--- config.mk ---
export PLATFORM = sky130hd
export DESIGN_NAME = fp_addsub_seq
export DESIGN_NICKNAME = d
export VERILOG_FILES = /design/src/rtl/fp_addsub_seq.sv
export SDC_FILE = /design/constraint.sdc
export NUM_CORES = 1
export LEC_CHECK = 0
export CORE_UTILIZATION = 30
export DETAILED_ROUTE_END_ITERATION = 8
export PLACE_DENSITY = 0.58
export SKIP_CTS_REPAIR_TIMING = 1
export SLEW_MARGIN = 40
export SYNTH_ARGS = -nofsm -noshare
export SYNTH_HDL_FRONTEND = slang
export SYNTH_SLANG_ARGS = --single-unit
--- constraint.sdc ---
create_clock -name CLK -period 4.2 [get_ports CLK]
set_clock_uncertainty 0.05 [all_clocks]
set_input_delay 0.84 -clock CLK [delete_from_list [all_inputs] [get_ports CLK]]
set_output_delay 0.84 -clock CLK [all_outputs]
set_load 0.02 [all_outputs]
--- src/rtl/fp_addsub_seq.sv ---
// Multi-cycle IEEE-754 single-precision add/subtract sequencer.
// Aligns one bit per cycle, adds (or subtracts via two's complement of the
// smaller mantissa), normalizes one bit per cycle, truncating throughout.
module fp_addsub_seq #(
  parameter int unsigned ALIGN_LIMIT = 25
) (
  input  logic        CLK,
  input  logic        RST,
  input  logic [31:0] A,
  input  logic [31:0] B,
  input  logic        OP,
  input  logic        START,
  output logic [31:0] RESULT,
  output logic        DONE,
  output logic        BUSY
);

  localparam int unsigned MAN_W = 24;
  localparam int unsigned EXP_W = 8;
  localparam int unsigned CNT_W = $clog2(ALIGN_LIMIT);

  localparam logic [31:0] QNAN = 32'h7FC0_0000;

  typedef enum logic [2:0] {
    IDLE,
    ALIGN,
    ADD,
    NORM,
    FIN
  } state_t;

  state_t             state;
  logic [MAN_W-1:0]   man_big;
  logic [MAN_W-1:0]   man_small;
  logic [EXP_W-1:0]   exp_r;
  logic [CNT_W-1:0]   count;
  logic               sign_r;
  logic               sub_r;
  logic               inf_r;

  // Operand unpack and magnitude ordering, used only when START is accepted
  logic [EXP_W-1:0]   exp_a;
  logic [EXP_W-1:0]   exp_b;
  logic [MAN_W-1:0]   man_a;
  logic [MAN_W-1:0]   man_b;
  logic               sign_b_eff;
  logic               a_is_big;
  logic [EXP_W-1:0]   exp_big_c;
  logic [EXP_W-1:0]   exp_small_c;
  logic [MAN_W-1:0]   man_big_c;
  logic [MAN_W-1:0]   man_small_c;
  logic               sign_big_c;
  logic [EXP_W-1:0]   diff_c;
  logic               special_c;

  always_comb begin
    exp_a       = A[30:23];
    exp_b       = B[30:23];
    man_a       = (exp_a == '0) ? '0 : {1'b1, A[22:0]};
    man_b       = (exp_b == '0) ? '0 : {1'b1, B[22:0]};
    sign_b_eff  = B[31] ^ OP;
    a_is_big    = ({exp_a, man_a} >= {exp_b, man_b});
    exp_big_c   = a_is_big ? exp_a : exp_b;
    exp_small_c = a_is_big ? exp_b : exp_a;
    man_big_c   = a_is_big ? man_a : man_b;
    man_small_c = a_is_big ? man_b : man_a;
    sign_big_c  = a_is_big ? A[31] : sign_b_eff;
    diff_c      = exp_big_c - exp_small_c;
    special_c   = (exp_a == '1) || (exp_b == '1);
  end

  // Mantissa adder and the two's complement negator for subtraction
  logic [MAN_W:0]     sum_add;
  logic [MAN_W-1:0]   neg_small;
  logic [MAN_W-1:0]   sum_sub;

  always_comb begin
    neg_small = ~man_small + MAN_W'(1);
    sum_add   = (MAN_W+1)'(man_big) + (MAN_W+1)'(man_small);
    sum_sub   = man_big + neg_small;
  end

  // Sequencer: state, datapath registers and registered outputs
  always_ff @(posedge CLK or posedge RST) begin
    if (RST) begin
      state     <= IDLE;
      man_big   <= '0;
      man_small <= '0;
      exp_r     <= '0;
      count     <= '0;
      sign_r    <= 1'b0;
      sub_r     <= 1'b0;
      inf_r     <= 1'b0;
      RESULT    <= '0;
      DONE      <= 1'b0;
      BUSY      <= 1'b0;
    end else begin
      DONE <= 1'b0;
      case (state)
        IDLE: begin
          if (START) begin
            BUSY <= 1'b1;
            if (special_c) begin
              RESULT <= QNAN;
              DONE   <= 1'b1;
              state  <= FIN;
            end else begin
              man_big <= man_big_c;
              exp_r   <= exp_big_c;
              sign_r  <= sign_big_c;
              sub_r   <= A[31] ^ B[31] ^ OP;
              inf_r   <= 1'b0;
              if (32'(diff_c) >= ALIGN_LIMIT) begin
                man_small <= '0;
                count     <= '0;
              end else begin
                man_small <= man_small_c;
                count     <= CNT_W'(diff_c);
              end
              state <= ALIGN;
            end
          end
        end

        ALIGN: begin
          if (count != '0) begin
            man_small <= man_small >> 1;
            count     <= count - CNT_W'(1);
          end else begin
            state <= ADD;
          end
        end

        ADD: begin
          if (sub_r) begin
            man_big <= sum_sub;
          end else if (sum_add[MAN_W]) begin
            man_big <= sum_add[MAN_W:1];
            exp_r   <= exp_r + EXP_W'(1);
            if (exp_r == 8'd254) inf_r <= 1'b1;
          end else begin
            man_big <= sum_add[MAN_W-1:0];
          end
          state <= NORM;
        end

        NORM: begin
          if (inf_r) begin
            RESULT <= {sign_r, 8'hFF, 23'd0};
            DONE   <= 1'b1;
            state  <= FIN;
          end else if (man_big == '0) begin
            RESULT <= '0;
            DONE   <= 1'b1;
            state  <= FIN;
          end else if (man_big[MAN_W-1]) begin
            RESULT <= {sign_r, exp_r, man_big[22:0]};
            DONE   <= 1'b1;
            state  <= FIN;
          end else if (exp_r <= 8'd1) begin
            // another shift would underflow the exponent: flush to signed zero
            RESULT <= {sign_r, 31'd0};
            DONE   <= 1'b1;
            state  <= FIN;
          end else begin
            man_big <= man_big << 1;
            exp_r   <= exp_r - EXP_W'(1);
          end
        end

        FIN: begin
          BUSY  <= 1'b0;
          state <= IDLE;
        end

        default: begin
          BUSY  <= 1'b0;
          state <= IDLE;
        end
      endcase
    end
  end

endmodule
== After elaboration in Yosys (flattened, before gate mapping) ==
Cells that the tools add are included.
Word-level totals
  register bits: 101
  input port bits: 68
  output and inout bits: 34
  word-level logic and storage cells: 132
Cells by class
  add/subtract/negate cells: 7
  $lt $le $gt $ge: 3
  equality and inequality tests: 19
  mux-type cells: 65
  bitwise operators: 6
  reduce and logical (&&, ||, !) cells: 20
Operator list (number)
  $mux W24: 16
  $mux W32: 6
  $mux W8: 10
  $pmux W24 S3: 1
  $pmux W32 S2: 1
  $pmux W24 S2: 1
  $ge A32 B32 Y1: 1
  $add A24 B24 Y25: 1
  $add A24 B1 Y24 const B: 1
  $add A24 B24 Y24: 1
  $eq A8 B8 Y1 const B: 3
  $logic_not A24 Y1: 1
  $ne A2 B2 Y1 const B: 12
  $not A24 Y24: 1
  $pmux W8 S3: 1
  $mux W3: 7
  $mux W5: 4
  $logic_not A8 Y1: 2
  $mux W1: 13
  $pmux W3 S4: 1
  $pmux W5 S2: 1
  $reduce_and A9 Y1: 1
  $add A8 B1 Y8 const B: 1
  $ge A8 B5 Y1 const B: 1
  other kinds (22): 32

== Depth between registers and ports, before layout ==
Gate-level depths: netlist (run 1).
  depth in word-level cells: 10
  gate-level depth with buffers: 18
  mapped depth without buffers: 14

== Least setup slack after synthesis (run 1) ==
OpenSTA, ideal clock, no wires.
  kind: input to register
  start point: in B[24]
  end point: reg man_small[1]
  setup time: 0.092 ns
  arrival time: 4.454 ns
  data required time: 4.058 ns
  path slack: -0.396 ns
  stages on the path: 17
  path buffers: 3
  cell sequence: nor4_1 -> nand2_1 -> clkbuf_1 -> and2_1 -> ha_1 -> nand2b_1 -> a21oi_1 -> o21ai_1 -> a2111o_1 -> a21o_1 -> mux2_4 -> or3_1 -> a2111oi_2 -> o32ai_1 -> buf_6 -> buf_6 -> o31ai_2
On the way
  word-level cells in the longest chain between the ends: 10
  elaborated cells between the ends (all ways): 16
  classes of those cells: 1 x add/sub; 2 x order compare; 2 x eq/ne; 8 x mux; 3 x reduce/logical
RTL lines
  start, declared: RTL line 10  | input logic [31:0] B,
  $logic_not A8 Y1: RTL line 60  | man_b = (exp_b == '0) ? '0 : {1'b1, B[22:0]};
  $mux W24: RTL line 60
  $ge A32 B32 Y1: RTL line 62  | a_is_big = ({exp_a, man_a} >= {exp_b, man_b});
  $mux W8 (on tied branches): RTL line 63, 64
  $sub A8 B8 Y8: RTL line 68  | diff_c = exp_big_c - exp_small_c;
  $ge A8 B5 Y1: RTL line 113  | if (32'(diff_c) >= ALIGN_LIMIT) begin
  $mux W24: RTL line 113
  $mux W24: RTL line 103  | if (special_c) begin
  $mux W24: RTL line 101  | if (START) begin
  $pmux W24 S2: RTL line 99  | case (state)
  end signal, assigned: RTL line 117  | man_small <= man_small_c;
  end signal, assigned: RTL line 127  | man_small <= man_small >> 1;
  end, declared: RTL line 34  | logic [MAN_W-1:0] man_small;
Several ways; a longest one is shown, not always the timed one. The select of a mux whose other input is x is not followed.
A chain may end at the register's enable or synchronous reset.

== Worst setup path in the final report (run 1) ==
  start point: in A[23]
  end point: reg man_small[13]
On the way
  word-level cells in the longest chain between the ends: 10
  elaborated cells between the ends (all ways): 16
  classes of those cells: 1 x add/sub; 2 x order compare; 2 x eq/ne; 8 x mux; 3 x reduce/logical
RTL lines
  start, declared: RTL line 9  | input logic [31:0] A,
  $logic_not A8 Y1: RTL line 59  | man_a = (exp_a == '0) ? '0 : {1'b1, A[22:0]};
  $mux W24: RTL line 59
  $ge A32 B32 Y1: RTL line 62
  $mux W8 (on tied branches): RTL line 63, 64
  $sub A8 B8 Y8: RTL line 68
  $ge A8 B5 Y1: RTL line 113
  $mux W24: RTL line 113
  $mux W24: RTL line 103
  $mux W24: RTL line 101
  $pmux W24 S2: RTL line 99
Several ways; a longest one is shown, not always the timed one. The select of a mux whose other input is x is not followed.

==> results of run 1 <==
stage by stage:
step           power [W]  hold WS (ns)
6_report         0.00855         0.431
2_1_floorplan    0.00553         0.393
3_3_place_gp     0.00737         0.417
5_1_grt          0.00921         0.469
4_1_cts          0.00834         0.439
3_5_place_dp     0.00745         0.424
report_power, final:
| part | internal (W) | leakage (nW) | switching [W] |
|---|---|---|---|
| Combinational | 0.00239 | 4.30 | 0.00339 |
| Clock | 0.000478 | 0.143 | 0.000397 |
| Sequential | 0.00138 | 1.27 | 0.000517 |
| Total | 0.00425 | 5.71 | 0.00430 |
flip-flops by register name, indices dropped and copies added, names as in the netlist, 3 cells and up:
name	cells
man_small	24
state	3
count	5
RESULT	32
man_big	24
exp_r	8
worst register-to-register path: cells and delay by family, from the launching register on:
family                   cells  cell delay, ns
flip-flops                   1            0.41
AO/OA/AOI/OAI                7            2.14
adder cells (fa/ha/maj)      1            0.37
multiplexers                 1            0.37
AND/OR/NAND/NOR              2            0.34
buffers and inverters        1            0.12
cells in the final DEF (no fill, tap or decap), types with 6 or more instances in the layout:
cell and count:
a221o_1 9, nand2_1 127, buf_6 10, mux2i_1 16, xor2_1 6, nor2_1 109, buf_12 7, dfrtp_1 100
a221oi_1 8, nor2b_1 11, inv_1 77, o211ai_1 12, o21ai_0 73, xnor2_1 39, and2_4 6, ha_1 80
o21ai_2 7, a22o_1 25, a21o_1 14, clkbuf_16 15, a21oi_1 125, o31ai_2 15, a31oi_1 22, nand2b_1 14
o21a_1 6, clkdlybuf4s50_1 85, buf_4 157, a221oi_2 8, and3_1 8, nor4_1 12, o31ai_1 20, and2_1 20
o22ai_1 16, nand3_1 16, a211oi_1 10, or3_1 7, o21ai_1 8, nand4_1 10, nor3_1 54, o21bai_1 8
cells by family (layout without fill, tap and decap cells):
logic type / count (synthesis) / after routing / share of synthesized area [%]
compound gates: 442 / 442 / 30.2
xor+xnor: 45 / 45 / 4.07
fa+ha+maj: 87 / 87 / 11.4
buf+inv: 156 / 375 / 6.32
flops: 101 / 101 / 26.1
mux: 18 / 18 / 1.92
simple gates: 420 / 420 / 20.0
cell type report:
| type | instances | area share [%] |
|---|---|---|
| inverters | 80 | 2.29 |
| clock inverters | 4 | 0.359 |
| multi-input cells | 1012 | 53.1 |
| repair buffers | 279 | 19.5 |
| clock buffers | 12 | 1.86 |
| well taps | 402 | 3.80 |
| flip-flops and latches | 101 | 19.1 |
per-layer routing:
layer | global-route usage (%) | wire (um) | vias to the layer above | part of all wire [%]
met4 | 4.54 | 493 | 0 | 1.4
met2 | 30.5 | 15400 | 370 | 43
li1 | - | - | 5062 | -
met3 | 2.77 | 2350 | 34 | 6.5
met5 | 0 | 0 | - | 0
met1 | 32.6 | 17900 | 4868 | 50
worst min-delay path by stage:
| stage | start | end | slack (ns) | depth (start not counted) |
|---|---|---|---|---|
| floorplan | sign_r | sign_r | 0.39 | 2 |
| global placement | RESULT[29] | RESULT[29] | 0.42 | 2 |
| detailed placement | RESULT[27] | RESULT[27] | 0.42 | 2 |
| CTS | RESULT[27] | RESULT[27] | 0.44 | 2 |
| global route | RESULT[29] | RESULT[29] | 0.47 | 2 |
| finish | RESULT[27] | RESULT[27] | 0.43 | 2 |
==> summary.txt, run 1 <==
Run status
  – Status: finished with violations
  – Failing checks: negative setup slack

Synth
  – Synthesized cell area: 0.00970 sq mm
  – Ranking of synthesized cells by area: dfrtp_1 (26%), ha_1 (11%), a21oi_1 (6.8%)
  – Synthesized area per cell: 7.64 sq um
  – Synth top cells by count: nand2_1 (132), a21oi_1 (131), nor2_1 (110), dfrtp_1 (101)
  – Asr flop ratio synth: 100%
  – Sequential fraction of the synthesis area: 26.1%
  – Top cell type's share of synthesized area: 26.1%
  – Top FF cell, synth: dfrtp_1
  – Number of synthesized register bits: 101
  – Synth Instances: 1269
  – Number of enable flip-flop cells after synthesis: 0
  – Syn Nets: 1424
  – Unique masters post-synth: 73
  – YS warnings: 0
  – Dominant cell type by area after synthesis: dfrtp_1
  – Cell with the most instances after synthesis: nand2_1

Drt
  – Vias per std cell: 5.47
  – DR iter-0 viols: 934
  – DR DRC count: 0
  – Total Wirelength: 36100 um
  – Antenna Violating Nets Remaining: 0
  – Routed wire per std cell: 19.1 um
  – DR pass1 iterations: 5
  – DR vias: 10300

Global routing
  – Largest net degree at the start of global routing: 57
  – Initial antenna violation count: 0
  – Grt total ovfl: 0
  – GRT Util Overall: 21.1%
  – Vias in the first global route: 9581
  – First-pass GRT wire length: 54400 um

Critical path
  – Worst Setup Path Type: input pin to register
  – Buf/Inv on CP: 6
  – Worst EP arrival: 4.91 ns
  – CP peak stage delay: 0.48 ns
  – Slowest cell on crit path: a2111o_1
  – Worst r2r path cells: 12
  – Critical Path End: man_small[13]
  – Reg2reg setup slack: 0.31 ns
  – CP max FO: 7
  – Crit-path cells: buf_8 > nor4_4 > nand2_4 > buf_12 > buf_6 > and2_4 > ha_4 > a21o_1 > nand3_2 > a21oi_2 > a2111o_1 > buf_6 > a21o_4 > mux2_4 > or3_4 > a2111oi_4 > o32ai_4 > buf_12 > clkbuf_16 > o31ai_1
  – CP Capture Type: register
  – Worst r2r src: man_small[2]
  – Crit. Startpoint: A[23]
  – Req. time, crit path: 4.42 ns
  – Crit path max-delay family: compound AO/OA/AOI/OAI gates
  – CP Launch Type: input pin
  – Worst path depth: 20
  – Capturing point of the worst reg2reg path: man_big[18]

Clock network
  – Clock Sinks: 101
  – Total CTS buffers: 9
  – CTS tree: built
  – CTS H-tree lvls: 3
  – Max clock buf depth: 2
  – Clk Latency, worst-skew pair: 0.36 ns
  – Worst-path clk slew: 0.07 ns
  – Clock root cell: clkbuf_16

Final layout
  – Syn-to-layout area delta: 36.6%
  – Final Util: 41.9%
  – Cell Count, Final, Fillers Out: 1890
  – Fill count: 3211
  – Fin nets: 1638
  – ANT cells: 0
  – Final instance area: 0.0132 sq mm
  – Area taken by multi-input logic gates: 0.00704 sq mm
  – Layout cells sized above 1: 20.1%
  – Register cell area after layout: 0.00253 sq mm

Place
  – Dpl cells: 1853
  – Placed cell areas: 0.0123 sq mm
  – Post-DP HPWL: 28000 um
  – Post-place setup slack: -1.14 ns
  – GP Congestion: 0.937
  – I/O Buffers: 101

STA
  – Max Clock Freq: 0.213 GHz
  – Slew HR: 16.9%
  – RSZ-0062 raised after global routing: true
  – Fin. Hold Viols: 0
  – Max Slew Vio Count: 0
  – Setup Viol. Count Final: 29
  – Worst-Margin Slew: 1.24 ns
  – Min setup slack post-route: -0.485 ns
  – Fin crit share: 112%
  – Fin crit period: 4.68 ns
  – Setup_tns: -12.74 ns

Floorplan
  – Die height: 182 um
  – Row Count: 65
  – Die Wd: 182 um
  – Core area: 0.0316 sq mm
  – Initial core utilization: 30.6%
  – # IOs: 102
  – Die area: 0.0330 sq mm

Job
  – Max Cap Viol: 0

Worst hold path
  – Worst Hold Class: register to register

Pwr
  – Cell leakage power: 5.71 nW
  – VDD IR max: 0.294 mV
  – P per Cell Area: 645 mW/mm^2
(Power assumes the default switching activity.)
==> inputs of run 2 (changes only) <==
--- a/config.mk
+++ b/config.mk
@@ -8,7 +8,6 @@
 export CORE_UTILIZATION = 30
 export DETAILED_ROUTE_END_ITERATION = 8
 export PLACE_DENSITY = 0.58
-export SKIP_CTS_REPAIR_TIMING = 1
 export SLEW_MARGIN = 40
 export SYNTH_ARGS = -nofsm -noshare
 export SYNTH_HDL_FRONTEND = slang
==> constraint.sdc (replaced) <==
create_clock -name CLK -period 4.35 [get_ports CLK]
set_clock_uncertainty 0.05 [all_clocks]
set_input_delay 0.87 -clock CLK [delete_from_list [all_inputs] [get_ports CLK]]
set_output_delay 0.87 -clock CLK [all_outputs]
set_load 0.02 [all_outputs]
==> run 2 against run 1 <==
Compared with the run above:
- the flow still finishes with violations (negative setup slack)
- design area up 4.5%
- global-route usage rose by 1.2 points
- clock-buffer cell count decreased by 3
- non-clock buffer count rose by 14
- cell count rose by 0.69%
- critical endpoint is now count[1]
==> summary.txt, run 2 (synthesis gave the netlist of run 1 again) <==
Run status
  – Status: finished with violations
  – Failing checks: negative setup slack

STA
  – Max Clock Freq: 0.219 GHz
  – Setup Viol. Count Final: 29
  – RSZ-0062 raised after global routing: true
  – Fin crit period: 4.57 ns
  – Slew HR: 40.0%
  – Min setup slack post-route: -0.218 ns
  – Max Slew Vio Count: 0
  – Worst-Margin Slew: 0.899 ns
  – Fin. Hold Viols: 0
  – Fin crit share: 105%
  – Hold_ws: 0.430 ns

Global routing
  – Vias in the first global route: 10200
  – GRT Util Overall: 22.3%
  – Initial antenna violation count: 0
  – First-pass GRT wire length: 57900 um
  – Met3 GRT Util: 2.95%
  – Met1 usage: 33.2%
  – GR peak layer: met2
  – Grt total ovfl: 0
  – Largest net degree at the start of global routing: 65
  – Met2 Use GR: 33.9%

Floorplan
  – Initial core utilization: 30.6%
  – Core area: 0.0316 sq mm
  – Die height: 182 um
  – Row Count: 65
  – Die area: 0.0330 sq mm
  – # IOs: 102
  – Die Wd: 182 um

Clock network
  – Post-CTS Hold Fix Bufs: 0
  – CTS H-tree lvls: 3
  – Worst-path clk slew: 0.07 ns
  – CTS tree: built
  – Clock root cell: clkbuf_16
  – Total CTS buffers: 9
  – Clk Latency, worst-skew pair: 0.36 ns
  – Clock Sinks: 101
  – Max clock buf depth: 2

Critical path
  – CP peak stage delay: 0.37 ns
  – Worst Setup Path Type: input pin to register
  – CP Launch Type: input pin
  – Slowest cell on crit path: or3_4
  – Worst EP arrival: 4.79 ns
  – CP Capture Type: register
  – Crit path max-delay family: simple AND/OR/NAND/NOR gates
  – CP max FO: 8
  – Req. time, crit path: 4.57 ns
  – Top cell by count, worst path: buf_12
  – Buf/Inv on CP: 5
  – Crit-path cells: buf_8 > nor4_4 > nand2_4 > buf_12 > buf_6 > and2_4 > ha_4 > nand4_1 > nor3_2 > a221oi_2 > nand2_1 > a21o_4 > mux2_4 > or3_4 > a2111oi_4 > o32ai_4 > buf_4 > buf_12 > o31ai_4

Final layout
  – Final instance area: 0.0138 sq mm
  – ANT cells: 0
  – Area taken by multi-input logic gates: 0.00746 sq mm
  – Number of flip-flops in the largest register: 32
  – Most flop-heavy register: RESULT
  – Commonest cells after routing, fill and taps aside: buf_4 (163), a21oi_1 (125), nand2_1 (112)
  – Fill count: 3096
  – Layout cells sized above 1: 23.5%
  – Syn-to-layout area delta: 42.8%
  – Leading cell type in the layout, fill and taps excluded: buf_4
  – Register cell area after layout: 0.00253 sq mm
  – Regs by FF count: RESULT (32), man_big (24), man_small (24)
  – Fin nets: 1652
  – Cell Count, Final, Fillers Out: 1903

Place
  – Dpl cells: 1855
  – Placed cell areas: 0.0124 sq mm
  – Post-place setup slack: -1.06 ns
  – GP Congestion: 0.939
  – I/O Buffers: 101
  – Post-DP HPWL: 27800 um

Pwr
  – Tot Pwr: 0.00838 W
  – VDD IR max: 0.251 mV
  – P per Cell Area: 605 mW/mm^2
  – Cell leakage power: 5.83 nW

Drt
  – DR pass1 iterations: 6
  – Total Wirelength: 37100 um
  – DR iter-0 viols: 864
  – DR vias: 10500
  – Antenna Violating Nets Remaining: 0
  – Routed wire per std cell: 19.5 um
  – Vias per std cell: 5.51
  – DR DRC count: 0

Job
  – Max Cap Viol: 0

Worst hold path
  – Worst Hold Class: register to register
[run 2: final timing paths]
kind | slack [ns] | from | to | cells after the start
worst max-delay path | -0.22 | A[29] | count[1] | 19
min in group asynchronous | 0.92 | RST | RESULT[25] | 2
max in group asynchronous | 2.68 | RST | man_big[8] | 3
worst min-delay path | 0.43 | RESULT[27] | RESULT[27] | 2
worst min register to register | 0.43 | RESULT[27] | RESULT[27] | 2
worst max register to register | 0.17 | man_small[2] | man_big[18] | 12
[run 2: what timing repair did]
action,CTS,global route
gates cloned,8,3
pin swaps,38,27
buffers inserted,17,7
endpoints found under the setup margin,49,33
endpoints found under the hold margin,0,0
resized for setup,161,51
[run 2: worst register-to-register path: stages (launching register included)]
cell      delay (ns)
dfrtp_1         0.42
inv_1           0.12
ha_1            0.30
nand2b_1        0.15
a21oi_1         0.18
o21ai_0         0.16
a211oi_1        0.53
nor3_1          0.16
o311ai_1        0.67
a221o_1         0.39
mux2_2          0.36
o221a_2         0.26
o21ai_0         0.29
[run 2: power breakdown]
group | leakage [nW] | internal, W | switching, W
logic | 4.42 | 0.00237 | 0.00333
registers | 1.27 | 0.00133 | 0.000515
clock network | 0.146 | 0.000445 | 0.000387
total | 5.83 | 0.00415 | 0.00423
[run 2: per-layer routing]
| layer | wire length (um) | vias to the layer above |
|---|---|---|
| li1 | - | 5088 |
| met1 | 18200 | 4981 |
| met2 | 16100 | 371 |
| met3 | 2170 | 41 |
| met4 | 612 | 0 |
| met5 | 0 | - |
[run 2: area by class of cell]
class | count | area share [%]
Multi-Input combinational cell | 1012 | 53.9
Timing Repair Buffer | 293 | 20.0
Sequential cell | 101 | 18.3
Tap cell | 402 | 3.63
Inverter | 80 | 2.20
Clock buffer | 9 | 1.63
Clock inverter | 6 | 0.452
[run 2: through the flow]
| step | setup TNS, ns | utilization [%] |
|---|---|---|
| 2_1_floorplan | -1.37 | - |
| 3_3_place_gp | -34.57 | 39.1 |
| 3_5_place_dp | -42.23 | 39.1 |
| 4_1_cts | -4.32 | 42.7 |
| 5_1_grt | -10.15 | 43.8 |
| 6_report | -5.66 | 43.8 |
==> inputs of run 3 (changes only) <==
--- a/config.mk
+++ b/config.mk
@@ -7,6 +7,7 @@
 export LEC_CHECK = 0
 export CORE_UTILIZATION = 30
 export DETAILED_ROUTE_END_ITERATION = 8
+export GPL_ROUTABILITY_DRIVEN = 0
 export PLACE_DENSITY = 0.58
 export SLEW_MARGIN = 40
 export SYNTH_ARGS = -nofsm -noshare
==> run 3 against run 2 <==
Compared with the run above:
- the run still ends with negative setup slack left
- setup slack got worse by 0.085 ns
- sequential power down 3%
- via count increased by 1.5%
- critical path depth up 1
- sequential share of layout area hardly changed
- total power increased by 0.43%
- first-iteration DRC count grew 16%
- die area did not move
- combinational power is 1% higher
- cell count is 0.68% higher
- hold slack hardly changed
- critical path type unchanged
==> summary.txt, run 3 (synthesis gave the netlist of run 1 again) <==
Run status
  – Status: finished with violations
  – Failing checks: negative setup slack

Clock network
  – CTS tree: built
  – Post-CTS Hold Fix Bufs: 0
  – Max clock buf depth: 2
  – Total CTS buffers: 9
  – Worst-path clk slew: 0.07 ns
  – Clock Sinks: 101
  – CTS H-tree lvls: 3
  – Clock root cell: clkbuf_16
  – Clk Latency, worst-skew pair: 0.36 ns

Pwr
  – VDD IR max: 0.262 mV
  – Cell leakage power: 5.88 nW
  – P per Cell Area: 606 mW/mm^2

STA
  – Setup Viol. Count Final: 29
  – Max Slew Vio Count: 0
  – Worst-Margin Slew: 0.800 ns
  – Max Clock Freq: 0.215 GHz
  – Fin crit share: 107%
  – Min setup slack post-route: -0.303 ns
  – Fin. Hold Viols: 0
  – Hold_ws: 0.430 ns
  – Fin crit period: 4.65 ns
  – Slew HR: 46.7%
  – RSZ-0062 raised after global routing: true

Critical path
  – Crit. Startpoint: A[29]
  – CP Launch Type: input pin
  – Worst r2r src: man_small[0]
  – Worst r2r path cells: 13
  – Req. time, crit path: 4.57 ns
  – Capturing point of the worst reg2reg path: man_big[19]
  – CP Capture Type: register
  – CP max FO: 8
  – Critical Path End: man_small[20]
  – Reg2reg setup slack: 0.33 ns
  – Worst EP arrival: 4.87 ns
  – Worst Setup Path Type: input pin to register

Final layout
  – Fin nets: 1664
  – Commonest cells after routing, fill and taps aside: buf_4 (173), a21oi_1 (124), nand2_1 (121)
  – Leading cell type in the layout, fill and taps excluded: buf_4
  – Syn-to-layout area delta: 43.1%
  – Final instance area: 0.0139 sq mm
  – Most flop-heavy register: RESULT
  – Regs by FF count: RESULT (32), man_big (24), man_small (24)
  – Layout cells sized above 1: 23.6%
  – Number of flip-flops in the largest register: 32
  – Fill count: 3116
  – Final Util: 43.8%
  – Register cell area after layout: 0.00253 sq mm
  – ANT cells: 0
  – Area taken by multi-input logic gates: 0.00738 sq mm

Place
  – Post-DP HPWL: 27300 um
  – Placed cell areas: 0.0124 sq mm
  – Post-place setup slack: -1.06 ns
  – I/O Buffers: 101

Drt
  – Antenna Violating Nets Remaining: 0
  – Routed wire per std cell: 19.0 um
  – DR vias: 10600
  – Vias per std cell: 5.55
  – DR iter-0 viols: 999
  – DR DRC count: 0
  – DR pass1 iterations: 7
  – Total Wirelength: 36400 um

Global routing
  – Largest net degree at the start of global routing: 67
  – First-pass GRT wire length: 56600 um
  – GRT Util Overall: 21.9%
  – Grt total ovfl: 0
  – Initial antenna violation count: 1
  – Vias in the first global route: 10100

Floorplan
  – Die height: 182 um
  – Die Wd: 182 um
  – Row Count: 65
  – Initial core utilization: 30.6%
  – Core area: 0.0316 sq mm
  – # IOs: 102
  – Die area: 0.0330 sq mm

Worst hold path
  – Worst Hold Class: register to register
  – Hold depth: 2

Job
  – Max Cap Viol: 0
-- run 3: worst min-delay path by stage --
stage	startpoint	end	slack [ns]
6_report	RESULT[26]	RESULT[26]	0.43
5_1_grt	RESULT[30]	RESULT[30]	0.47
4_1_cts	RESULT[26]	RESULT[26]	0.44
3_5_place_dp	RESULT[26]	RESULT[26]	0.42
3_3_place_gp	RESULT[24]	RESULT[24]	0.42
2_1_floorplan	sign_r	sign_r	0.39
-- run 3: through the flow --
stage | setup TNS (ns) | std cells | power [W]
final | -7.24 | 1916 | 0.00841
after CTS | -5.11 | 1904 | 0.00821
after floorplan | -1.37 | 1269 | 0.00534
after global placement | -36.14 | 1863 | 0.00710
after detailed placement | -41.96 | 1863 | 0.00719
after global routing | -10.88 | 1916 | 0.00905
-- run 3: per-layer routing --
layer,wire length (um),global-route usage [%]
met1,16900,31.3
met2,16000,33.3
met3,2820,4.37
met4,671,5.83
met5,0,0
-- run 3: repair_timing --
action | in CTS | in global routing
resized for setup | 156 | 53
cloned | 8 | 1
setup endpoints to repair | 50 | 40
pin swaps | 39 | 34
setup buffers | 17 | 16
-- run 3: power breakdown --
| part | switching, W | internal (W) |
|---|---|---|
| Sequential | 0.000457 | 0.00133 |
| Clock | 0.000372 | 0.000479 |
| Combinational | 0.00337 | 0.00240 |
-- run 3: area by class of cell --
cell class                 instances  share of cell area [%]
timing repair buffer             305                    20.5
sequential                       101                    18.2
inverter                          80                    2.22
tap                              402                    3.63
multi-input combinational       1012                    53.2
clock inverter                     3                   0.316
clock buffer                      13                    1.88
-- run 3: worst max-delay path, cell delays in order --
cell and delay, ns:
buf_6 0.10, nor4_4 0.31, nand2_4 0.12, buf_12 0.16, buf_16 0.13, and2_4 0.15, ha_4 0.26, nand4_1 0.11
buf_4 0.18, nor3_4 0.17, o2111a_1 0.24, buf_6 0.12, a21o_4 0.14, mux2_4 0.31, or3_4 0.40, a2111oi_4 0.35
o32ai_4 0.19, buf_4 0.18, buf_12 0.14, o31ai_4 0.22
